### src/rtl/tpu_skew_feeder.sv
// Operand skew feeder for an NxN systolic array: snapshots A/B on start, streams
// A rows west and B columns north with diagonal skew, drains, then pulses done.
module tpu_skew_feeder #(
   parameter int N      = 4,
   parameter int DATA_W = 8,
   localparam int TC_W  = $clog2(2*N+1)
) (
   input  logic                  clk,
   input  logic                  rst,
   input  logic                  start,
   input  logic [DATA_W*N*N-1:0] a_flat,
   input  logic [DATA_W*N*N-1:0] b_flat,
   output logic [DATA_W*N-1:0]   a_west_flat,
   output logic [DATA_W*N-1:0]   b_north_flat,
   output logic                  clear_acc,
   output logic                  stream_valid,
   output logic                  busy,
   output logic                  done,
   output logic [TC_W-1:0]       t_ctr
);

   typedef enum logic [1:0] {S_IDLE, S_STREAM, S_DRAIN, S_DONE} state_t;

   state_t                r_state;
   state_t                w_state_nxt;
   logic [TC_W-1:0]       r_t_ctr;
   logic [TC_W-1:0]       w_t_nxt;
   logic [DATA_W*N*N-1:0] r_snap_a;
   logic [DATA_W*N*N-1:0] r_snap_b;
   logic                  w_accept;

   assign w_accept = start & ~rst & ((r_state == S_IDLE) | (r_state == S_DONE));

   always_ff @(posedge clk) begin
      if (rst) begin
         r_state  <= S_IDLE;
         r_t_ctr  <= '0;
         r_snap_a <= '0;
         r_snap_b <= '0;
      end else begin
         r_state <= w_state_nxt;
         r_t_ctr <= w_t_nxt;
         if (w_accept) begin
            r_snap_a <= a_flat;
            r_snap_b <= b_flat;
         end
      end
   end

   always_comb begin
      w_state_nxt = r_state;
      w_t_nxt     = r_t_ctr;
      case (r_state)
         S_IDLE: begin
            if (w_accept) begin
               w_state_nxt = S_STREAM;
               w_t_nxt     = '0;
            end
         end
         S_STREAM: begin
            if (r_t_ctr == TC_W'(2*N-1)) begin
               w_state_nxt = S_DRAIN;
               w_t_nxt     = '0;
            end else begin
               w_t_nxt = r_t_ctr + 1'b1;
            end
         end
         S_DRAIN: begin
            if (r_t_ctr == TC_W'(N-1)) begin
               w_state_nxt = S_DONE;
               w_t_nxt     = '0;
            end else begin
               w_t_nxt = r_t_ctr + 1'b1;
            end
         end
         S_DONE: begin
            w_state_nxt = w_accept ? S_STREAM : S_IDLE;
            w_t_nxt     = '0;
         end
         default: begin
            w_state_nxt = S_IDLE;
            w_t_nxt     = '0;
         end
      endcase
   end

   // Lane i at time t carries element k where t == i + k; matching on the sum
   // avoids any t-i subtraction and its wrap-around for t < i.
   for (genvar i = 0; i < N; i++) begin : g_lane
      logic [DATA_W-1:0] w_a;
      logic [DATA_W-1:0] w_b;
      always_comb begin
         w_a = '0;
         w_b = '0;
         if (r_state == S_STREAM) begin
            for (int k = 0; k < N; k++) begin
               if (r_t_ctr == TC_W'(i + k)) begin
                  w_a = r_snap_a[(i*N + k)*DATA_W +: DATA_W];
                  w_b = r_snap_b[(k*N + i)*DATA_W +: DATA_W];
               end
            end
         end
      end
      assign a_west_flat[i*DATA_W +: DATA_W]  = w_a;
      assign b_north_flat[i*DATA_W +: DATA_W] = w_b;
   end

   assign clear_acc    = w_accept;
   assign stream_valid = (r_state == S_STREAM);
   assign busy         = (r_state == S_STREAM) | (r_state == S_DRAIN);
   assign done         = (r_state == S_DONE);
   assign t_ctr        = r_t_ctr;

endmodule
### config.mk
export PLATFORM = sky130hd
export DESIGN_NAME = tpu_skew_feeder
export DESIGN_NICKNAME = d
export VERILOG_FILES = /design/src/rtl/tpu_skew_feeder.sv
export SDC_FILE = /design/constraint.sdc
export NUM_CORES = 1
export LEC_CHECK = 0
export BUFFER_PORTS_ARGS = -buffer_cell sky130_fd_sc_hd__buf_2
export CAP_MARGIN = 10
export CORE_MARGIN = 2
export CORE_UTILIZATION = 46
export DETAILED_ROUTE_END_ITERATION = 12
export GPL_ROUTABILITY_DRIVEN = 0
export PLACE_DENSITY = 0.71
export SLEW_MARGIN = 15
export SYNTH_ARGS = -nofsm -noshare
export SYNTH_HDL_FRONTEND = slang
export SYNTH_SLANG_ARGS = --single-unit
### constraint.sdc
create_clock -name clk -period 1.9 [get_ports clk]
set_input_delay 0.285 -clock clk [delete_from_list [all_inputs] [get_ports clk]]
set_output_delay 0.285 -clock clk [all_outputs]
set_load 0.01 [all_outputs]
==> summary.md, run 1 <==
| Metric | Value |
|---|---|
| Status | finished, violations left |
| Failing checks | negative setup slack |
| Min Tclk post-route | approximately 2500 ps |
| # DRC | 0 |
| DR vias | between 10000 and 15000 |
| Post-synthesis simple-gate area fraction | 0.286 |
| Share of cells above drive strength 1 | 0.251 |
| Total track usage | 0.316 |
| Core area | 0.0261 mm² |
| Setup TNS Final | -30440 ps |
| Most frequent CP cell | o21ai_0 |
| Compound-Gate Fraction of Synth Area | 0.211 |
| R2R depth | 9 |
| Worst slew pin tran | between 1000 and 1500 ps |
| Die ar. | 0.0279 mm² |
| Post-Synth XOR/XNOR Area | 0 |
| Drt pass-1 iters | 6 |
| RSZ-0062 raised after global routing | yes |
| Clock slew at reported path FFs | 60 ps |
| Syn_nets | about 1900 |
| Max Clk Rate | between 400 and 500 MHz |
| Vias per cell | 5.48 |
| Final WL | between 40000 and 50000 µm |
| Final setup viols | 64 |
| Slew margin rel. | 0.309 |
| Worst Path Max Fanout | 14 |
| Number of max-cap violations | 0 |
| Post-DRT Antenna Nets | 0 |
| Initial core utilization | 0.469 |
| Worst path bufs/invs | 3 |
| Endpoint, Worst Hold | r_state[0] |
| First-pass GRT wire length | between 70000 and 80000 µm |
| Final nets | 2450 |
| Die Y | 167 µm |
| Crit path max-delay family | buffers and inverters |
| Synth Cell Area | between 0.01 and 0.015 mm² |
| Synth top cells by count | nand2_1, dfxtp_1, nand2b_1, o21ai_0, o21ai_1 |
| CP Capture Type | output pin |
| Mean post-synth cell area | around 7.5 µm² |
| Worst path arrival time | between 2000 and 2500 ps |
| Main synth FF type | dfxtp_1 |
| TritonCTS Buffers | 29 |
| Yosys reg bits | roughly 260 |
| Synth top area share | 0.430 |
| Horiz. Die Dim | between 150 and 200 µm |
| Synth async-reset ratio | 0 |
| Slowest CP cell | dfxtp_4 |
| Register area share after synthesis | 0.430 |
| Setup ws final | -562 ps |
| Reg2Reg Launch Point | r_state[0] |
| Top-count cell post-synth | nand2_1 |
| P&R area growth vs syn | 53.5% |
| Setup CP Type | reg2out |
| Power after layout | between 15 and 20 mW |
| LEAKAGE | around 7.5 nW |
| Synth warnings | 0 |
| Post-synth cell types | slightly above 40 |
| Leading area contributor after synthesis | dfxtp_1 |
| Hold path depth | 4 |
| Max Slew Vio Count | 0 |
| Root buf cell | clkbuf_16 |
| Number of global-route vias before repair | 14000 |
| Reg2reg end | t_ctr[3] |
| Power per Cell Area | ~930 mW/mm² |
| Hold_sp | start |
| Cell count after synthesis | between 1500 and 2000 |
| CTS Buffer Depth | 3 |
| CTS sink count | 262 |
| Type of origin of the critical path | flop |
| Htree depth | 1 |
| CTS tree | done |
| Drt wl/cell | between 15 and 20 µm |
| Post-synthesis mux area share | 0.000820 |
| R2r setup slk | ~50 ps |
| Fin crit share | 1.30 |
| Max incr delay on CP | around 360 ps |
| Worst-path cell chain | buf_6 > ha_4 > o21ai_0 > buf_4 > o21ai_0 > a31oi_1 > nor3_2 > buf_2 |
| Worst Clk Skew | 5.14 ps |
| I/O Buffers | 330 |
| # rows | 59 |
| I/O Pins | approximately 330 |
| Worst vdd rail ir drop | between 0.0007 and 0.0008 V |
| Final hold vios | 0 |
| DP HPWL | between 20000 and 30000 µm |
| Latest clock arrival within the worst-skew pair | 550 ps |
| Final cell utilization of the core | 0.720 |
| Worst Hold Class | in2reg |
| Main area contributors after synthesis | dfxtp_1, nand2b_1, nand2_1 |
| Total gr overflow | 0 |
| Synthesized-area fraction occupied by adder cells | 0.00922 |
| Post-synth EDFFs | 0 |
| Combinational family with the most area after synthesis | simple AND/OR/NAND/NOR gates |
| Initial drt markers | about 1500 |
| Req. time, crit path | approximately 1600 ps |
| Initial antenna violation count | 3 |
| Pin count of the biggest net entering global routing | approximately 260 |
-- worst max path at each step --
stage,start,to,slack (ps),cells past startpoint
2_1_floorplan,t_ctr[0],a_west_flat[15],-2,7
3_3_place_gp,t_ctr[0],b_north_flat[20],-50,7
6_report,t_ctr[1],a_west_flat[24],-560,8
5_1_grt,t_ctr[0],b_north_flat[17],-640,8
4_1_cts,t_ctr[1],b_north_flat[17],-540,8
3_5_place_dp,t_ctr[0],a_west_flat[15],-160,7
-- metrics by stage --
step                      hold slack [ps]  area [µm²]  std cells  setup WS [ps]
after floorplan                       393       12300       1623          -2.28
after global placement                452       14500       2209          -52.6
after detailed placement              452       14500       2209           -159
after CTS                             120       18500       2537           -538
after global routing                  175       18800       2542           -637
final                                 142       18800       2542           -562
-- area by class of cell --
class	instances	area (µm²)
repair buffers	671	5410
flip-flops and latches	262	5260
diodes	3	7.51
clock buffers	41	851
multi-input cells	1196	6620
clock inverters	12	92.6
well taps	335	419
inverters	22	91.3
fillers	1844	7310
-- cell families (layout without fill, tap and decap cells) --
logic type / Yosys count / in the layout
AOI/OAI and AO/OA: 469 / 469
adders and majority gates: 9 / 9
buffers and inverters: 165 / 746
DFF: 262 / 262
muxes: 1 / 1
other: 0 / 3
and+or+nand+nor: 717 / 717
-- power by group --
part           total (mW)  leakage (nW)  internal (mW)  switching, mW
combinational        4.55          4.92           2.09           2.46
clock                5.58         0.465           3.24           2.34
sequential           7.34          2.16           6.64          0.696
total                17.5          7.55           12.0           5.50
-- state kept, by name, summed over array words and instances (netlist names) --
signal,count
r_state,2
r_snap_b,128
r_snap_a,128
t_ctr,4
-- routing by layer --
metal	part of all wire	wire [µm]	track usage	vias to the layer above
li1	-	-	-	6570
met1	0.39	18100	0.382	6427
met2	0.48	22000	0.537	734
met3	0.065	2980	0.0423	209
met4	0.064	2940	0.186	0
met5	0	0	0	-
-- what timing repair did --
item,CTS,global route
setup endpoints to repair,80,66
setup buffers,15,1
cloned,4,1
pin swaps,25,20
hold buffers,256,0
hold endpoints to repair,256,0
resized for setup,91,41
-- placed cells by master (no fill, tap or decap), types with 18 or more instances in the layout --
cell type / Yosys / layout
clkbuf_16: 0 / 30
nand2b_1: 244 / 243
a21oi_1: 83 / 47
a22oi_1: 20 / 18
buf_2: 33 / 327
nor2_1: 57 / 55
o21ai_0: 178 / 151
nand3_1: 28 / 28
dlygate4sd3_1: 0 / 256
a21oi_2: 0 / 30
nand2_1: 329 / 326
buf_4: 22 / 37
dfxtp_1: 262 / 258
o21ai_1: 102 / 123
buf_12: 0 / 28
-- worst reg2reg max path, stage by stage (launching register included) --
cell and delay [ps]:
dfxtp_2 350, buf_6 110, inv_4 40, ha_4 270, buf_4 120, buf_4 120, o21ai_0 180, a21oi_1 280
nand4_1 130, a21oi_1 170
(Power assumes the default switching activity.)
==> run 2: changes to the inputs <==
--- a/config.mk
+++ b/config.mk
@@ -11,7 +11,7 @@
 export CORE_UTILIZATION = 46
 export DETAILED_ROUTE_END_ITERATION = 12
 export GPL_ROUTABILITY_DRIVEN = 0
-export PLACE_DENSITY = 0.71
+export PLACE_DENSITY = 0.73
 export SLEW_MARGIN = 15
 export SYNTH_ARGS = -nofsm -noshare
 export SYNTH_HDL_FRONTEND = slang
==> summary.md, run 2 (synthesis gave the netlist of run 1 again) <==
| Metric | Value |
|---|---|
| Placed cell area | roughly 0.015 mm² |
| I/O Pins | ~330 |
| DP HPWL | about 25000 µm |
| Initial core utilization | 0.469 |
| Root buf cell | clkbuf_16 |
| Failing checks | negative setup slack |
| Routed wl met2 | between 20000 and 25000 µm |
| Most frequent cells in the layout | buf_2, nand2_1, dfxtp_1, dlygate4sd3_1, nand2b_1 |
| P&R area growth vs syn | 59.4% |
| Number of max-cap violations | 0 |
| Hold path depth | 3 |
| Latest clock arrival within the worst-skew pair | roughly 550 ps |
| RSZ-0062 raised after global routing | yes |
| I/O Buffers | 330 |
| Number of global-route vias before repair | between 10000 and 15000 |
| Final cell utilization of the core | 0.747 |
| R2R depth | 8 |
| CP Capture Type | output pin |
| Total track usage | 0.325 |
| Final setup viols | between 60 and 70 |
| CTS sink count | around 260 |
| Status | finished, violations left |
| First-pass GRT wire length | about 74000 µm |
| Post-DRT Antenna Nets | 0 |
| Die ar. | roughly 0.028 mm² |
| Power after layout | roughly 18 mW |
| Worst vdd rail ir drop | 0.000695 V |
| Final hold vios | 0 |
| Type of origin of the critical path | flop |
| LEAKAGE | about 7.9 nW |
| Horiz. Die Dim | between 150 and 200 µm |
| Req. time, crit path | 1620 ps |
| Die Y | 167 µm |
| Pin count of the biggest net entering global routing | about 260 |
| Initial antenna violation count | 6 |
| CTS Buffer Depth | 3 |
| Setup CP Type | reg2out |
| Initial drt markers | 1634 |
| Final instance area | slightly below 0.02 mm² |
| Vias per cell | about 5.7 |
| # rows | slightly below 60 |
| DR vias | ~15000 |
| Worst Path Max Fanout | 8 |
| Met3 Routed Length | between 4000 and 5000 µm |
| Power per Cell Area | slightly above 900 mW/mm² |
| DRT met1 WL | between 15000 and 20000 µm |
| Setup TNS Final | -34410 ps |
| Final nets | 2476 |
| Min Tclk post-route | 2530 ps |
| Fillcell total | around 1700 |
| Slew margin rel. | 0.413 |
| Max Used Layer | met4 |
| Drt pass-1 iters | 6 |
| Combined area of the multi-input logic cells | 0.00690 mm² |
| Total gr overflow | 0 |
| Final Non-Filler Cells | 2572 |
| CTS tree | done |
| Htree depth | 1 |
| Setup ws final | -628 ps |
| Worst path arrival time | about 2200 ps |
| Clock slew at reported path FFs | roughly 60 ps |
| Register Area | between 0.005 and 0.006 mm² |
| Share of cells above drive strength 1 | 0.278 |
| Core area | ~0.026 mm² |
| Max Slew Vio Count | 0 |
| Max Clk Rate | just under 400 MHz |
| Dpl cells | roughly 2200 |
| Worst Clk Skew | 16.4 ps |
| Final WL | about 50000 µm |
| Commonest non-fill, non-tap cell in the layout | buf_2 |
| Drt wl/cell | 19.4 µm |
| Worst slew pin tran | 881 ps |
| TritonCTS Buffers | 29 |
| Fin crit share | 1.33 |
| # DRC | 0 |
| Worst Hold Class | in2reg |
-- run 2: cell count changes in the layout (fill, tap and decap cells not counted), sizes merged, moves of 2 or more --
cell and change:
buf +23, clkbuf +7, clkinvlp -4, diode +3
dlygate4sd3 -2, inv +2
-- run 2: worst max-delay path, stage by stage (launching register included) --
cell and delay (ps):
dfxtp_4 420, inv_6 60, ha_4 210, buf_12 160, buf_16 150, a211o_1 310, a22oi_1 170, nor2_1 70
buf_2 150
-- run 2: final timing paths --
check	startpoint	to	slack [ps]
max	t_ctr[0]	a_west_flat[15]	-630
min	a_flat[122]	r_snap_a[122]	40
max reg2reg	r_state[0]	r_snap_a[14]	100
min reg2reg	r_snap_a[63]	r_snap_a[63]	460
-- run 2: power by group --
group | internal [mW] | switching (mW) | total, mW
Sequential | 6.65 | 0.745 | 7.39
Combinational | 2.06 | 2.58 | 4.65
Clock | 3.46 | 2.36 | 5.82
Total | 12.2 | 5.69 | 17.9
-- run 2: timing repair --
item	in CTS	in global routing
hold buffers	254	0
pin swaps	20	69
setup buffers	12	18
setup endpoints to repair	66	67
resized for setup	101	118
hold endpoints to repair	254	0
gates cloned	6	8
-- run 2: metal layers --
metal | vias to the layer above | track usage
met5 | - | 0
met4 | 0 | 0.201
met3 | 278 | 0.0594
met2 | 979 | 0.544
met1 | 6653 | 0.386
li1 | 6624 | -
-- run 2: area by class of cell --
type	instances	share of cell area
antenna	6	0.000772
clock buffer	42	0.0449
clock inverter	12	0.00604
inverter	22	0.00463
multi-input combinational	1196	0.355
sequential	262	0.270
tap	335	0.0215
timing repair buffer	697	0.297
-- run 2: stage by stage --
stage / worst slack, ps / hold slack (ps)
4_1_cts: -581 / 1.73
3_3_place_gp: -134 / 452
2_1_floorplan: -2.28 / 393
5_1_grt: -672 / 38.6
3_5_place_dp: -194 / 454
6_report: -628 / 35.7
==> run 3: changes to the inputs <==
==> constraint.sdc (replaced) <==
create_clock -name clk -period 1.9 [get_ports clk]
set_input_delay 0.38 -clock clk [delete_from_list [all_inputs] [get_ports clk]]
set_output_delay 0.38 -clock clk [all_outputs]
set_load 0.01 [all_outputs]
==> summary.md, run 3 (synthesis gave the netlist of run 1 again) <==
| Metric | Value |
|---|---|
| Status | finished, violations left |
| Failing checks | negative setup slack |
| WHS | approximately 36 ps |
| CTS tree | done |
| LEAKAGE | approximately 6.7 nW |
| Final cell utilization of the core | 0.645 |
| Horiz. Die Dim | 167 µm |
| CTS sink count | approximately 260 |
| I/O Pins | 331 |
| CP Capture Type | output pin |
| P&R area growth vs syn | 37.7% |
| R2r setup slk | roughly 150 ps |
| Worst Clk Skew | about 11 ps |
| Core area | between 0.02 and 0.03 mm² |
| Number of global-route vias before repair | roughly 12000 |
| Final nets | about 2200 |
| Setup CP Type | reg2out |
| Placed cell area | approximately 0.015 mm² |
| Min Tclk post-route | 2640 ps |
| Req. time, crit path | roughly 1500 ps |
| Hold_sp | a_flat[23] |
| Initial antenna violation count | 16 |
| Latest clock arrival within the worst-skew pair | 540 ps |
| Root buf cell | clkbuf_16 |
| Setup TNS Final | -38890 ps |
| Final setup viols | 65 |
| Final WL | approximately 39000 µm |
| Post-DRT Antenna Nets | 0 |
| Type of origin of the critical path | flop |
| Worst slew pin tran | about 960 ps |
| Max Slew Vio Count | 0 |
| Worst path arrival time | between 2000 and 2500 ps |
| DP HPWL | roughly 25000 µm |
| Hold path depth | 3 |
| # rows | a little under 60 |
| Power per Cell Area | between 1000 and 1500 mW/mm² |
| First-pass GRT wire length | 59300 µm |
| Share of cells above drive strength 1 | 0.324 |
| Htree depth | 1 |
| Drt pass-1 iters | 5 |
| Final instance area | 0.0168 mm² |
| Initial drt markers | between 1000 and 1500 |
| R2R depth | 6 |
| Endpoint, Worst Hold | r_snap_a[23] |
| CTS Buffer Depth | 3 |
| # DRC | 0 |
| Number of max-cap violations | 0 |
| Pin count of the biggest net entering global routing | between 200 and 300 |
| Max Clk Rate | about 380 MHz |
| Total track usage | 0.256 |
| I/O Buffers | 330 |
| Fin crit share | 1.39 |
| Reg2Reg Launch Point | t_ctr[0] |
| Vias per cell | 5.35 |
| Initial core utilization | 0.469 |
| Setup ws final | -736 ps |
| Die ar. | between 0.02 and 0.03 mm² |
| Worst Path Max Fanout | 7 |
| Most frequent cells in the layout | buf_2, nand2_1, dfxtp_1, nand2b_1, o21ai_0 |
| Worst Hold Class | in2reg |
| RSZ-0062 raised after global routing | yes |
| Reg2reg end | r_state[0] |
| Final hold vios | 0 |
| Total gr overflow | 0 |
| TritonCTS Buffers | 28 |
| Worst vdd rail ir drop | about 0.00090 V |
| Clock slew at reported path FFs | ~70 ps |
| Hold_buf cts | 0 |
| Die Y | between 150 and 200 µm |
| Drt wl/cell | between 15 and 20 µm |
| Commonest non-fill, non-tap cell in the layout | buf_2 |
| DR vias | ~12000 |
| Slew margin rel. | 0.358 |
| Fillcell total | between 2000 and 2500 |
run 3: cell types whose count changed in the layout (fill, tap and decap cells not counted), moves of 7 or more:
cell | previous run | this run
dlygate4sd3_1 | 254 | 0
o21ai_1 | 129 | 112
o21ai_2 | 8 | 18
a211oi_1 | 11 | 3
a211oi_2 | 3 | 11
a21oi_1 | 38 | 46
nor3_2 | 3 | 11
diode_2 | 6 | 13
nor3_1 | 12 | 5
run 3: per-stage QoR:
stage | power (mW) | std cells | setup WS [ps]
finish | 17.1 | 2319 | -736
detailed placement | 11.0 | 2225 | -230
global placement | 10.9 | 2225 | -197
CTS | 16.9 | 2285 | -660
floorplan | 9.58 | 1623 | 2.25
global route | 17.9 | 2317 | -790
run 3: final cells by class:
cell class	count	area [µm²]	share of cell area
Inverter	22	87.6	0.00521
Antenna cell	13	32.5	0.00193
Sequential cell	262	5260	0.313
Clock inverter	9	120	0.00714
Multi-Input combinational cell	1197	7000	0.416
Clock buffer	42	845	0.0502
Timing Repair Buffer	439	3050	0.181
Tap cell	335	419	0.0249
run 3: worst max-delay path by stage:
stage,startpoint,endpoint,depth (start not counted)
after floorplan,t_ctr[0],a_west_flat[10],7
after global placement,t_ctr[0],a_west_flat[4],8
after detailed placement,t_ctr[0],a_west_flat[4],8
after CTS,t_ctr[1],a_west_flat[17],8
after global routing,t_ctr[1],b_north_flat[14],9
final,t_ctr[1],b_north_flat[14],9
run 3: power breakdown:
group | internal [mW] | leakage, nW | switching (mW)
registers | 6.65 | 2.16 | 0.692
clock network | 3.46 | 0.481 | 2.26
logic | 1.76 | 4.07 | 2.31
run 3: routing by layer:
metal  track usage  wire length, µm  up-vias
met5             0               21        -
met2         0.410            18300      446
met1         0.345            17100     5749
li1              -                -     6117
met3        0.0392             2390       94
met4         0.109             1460        4
run 3: worst max-delay path, stage by stage, from the launching register on:
cell	delay, ps
dfxtp_4	360
buf_6	120
ha_4	210
buf_12	150
buf_8	130
buf_6	110
nand3b_1	190
a21oi_2	180
o21a_1	130
buf_2	130
run 3: repair_timing:
item | in CTS | in global routing
resized for setup | 114 | 108
pin swaps | 30 | 59
setup endpoints to repair | 67 | 67
cloned | 2 | 6
buffers inserted | 8 | 16
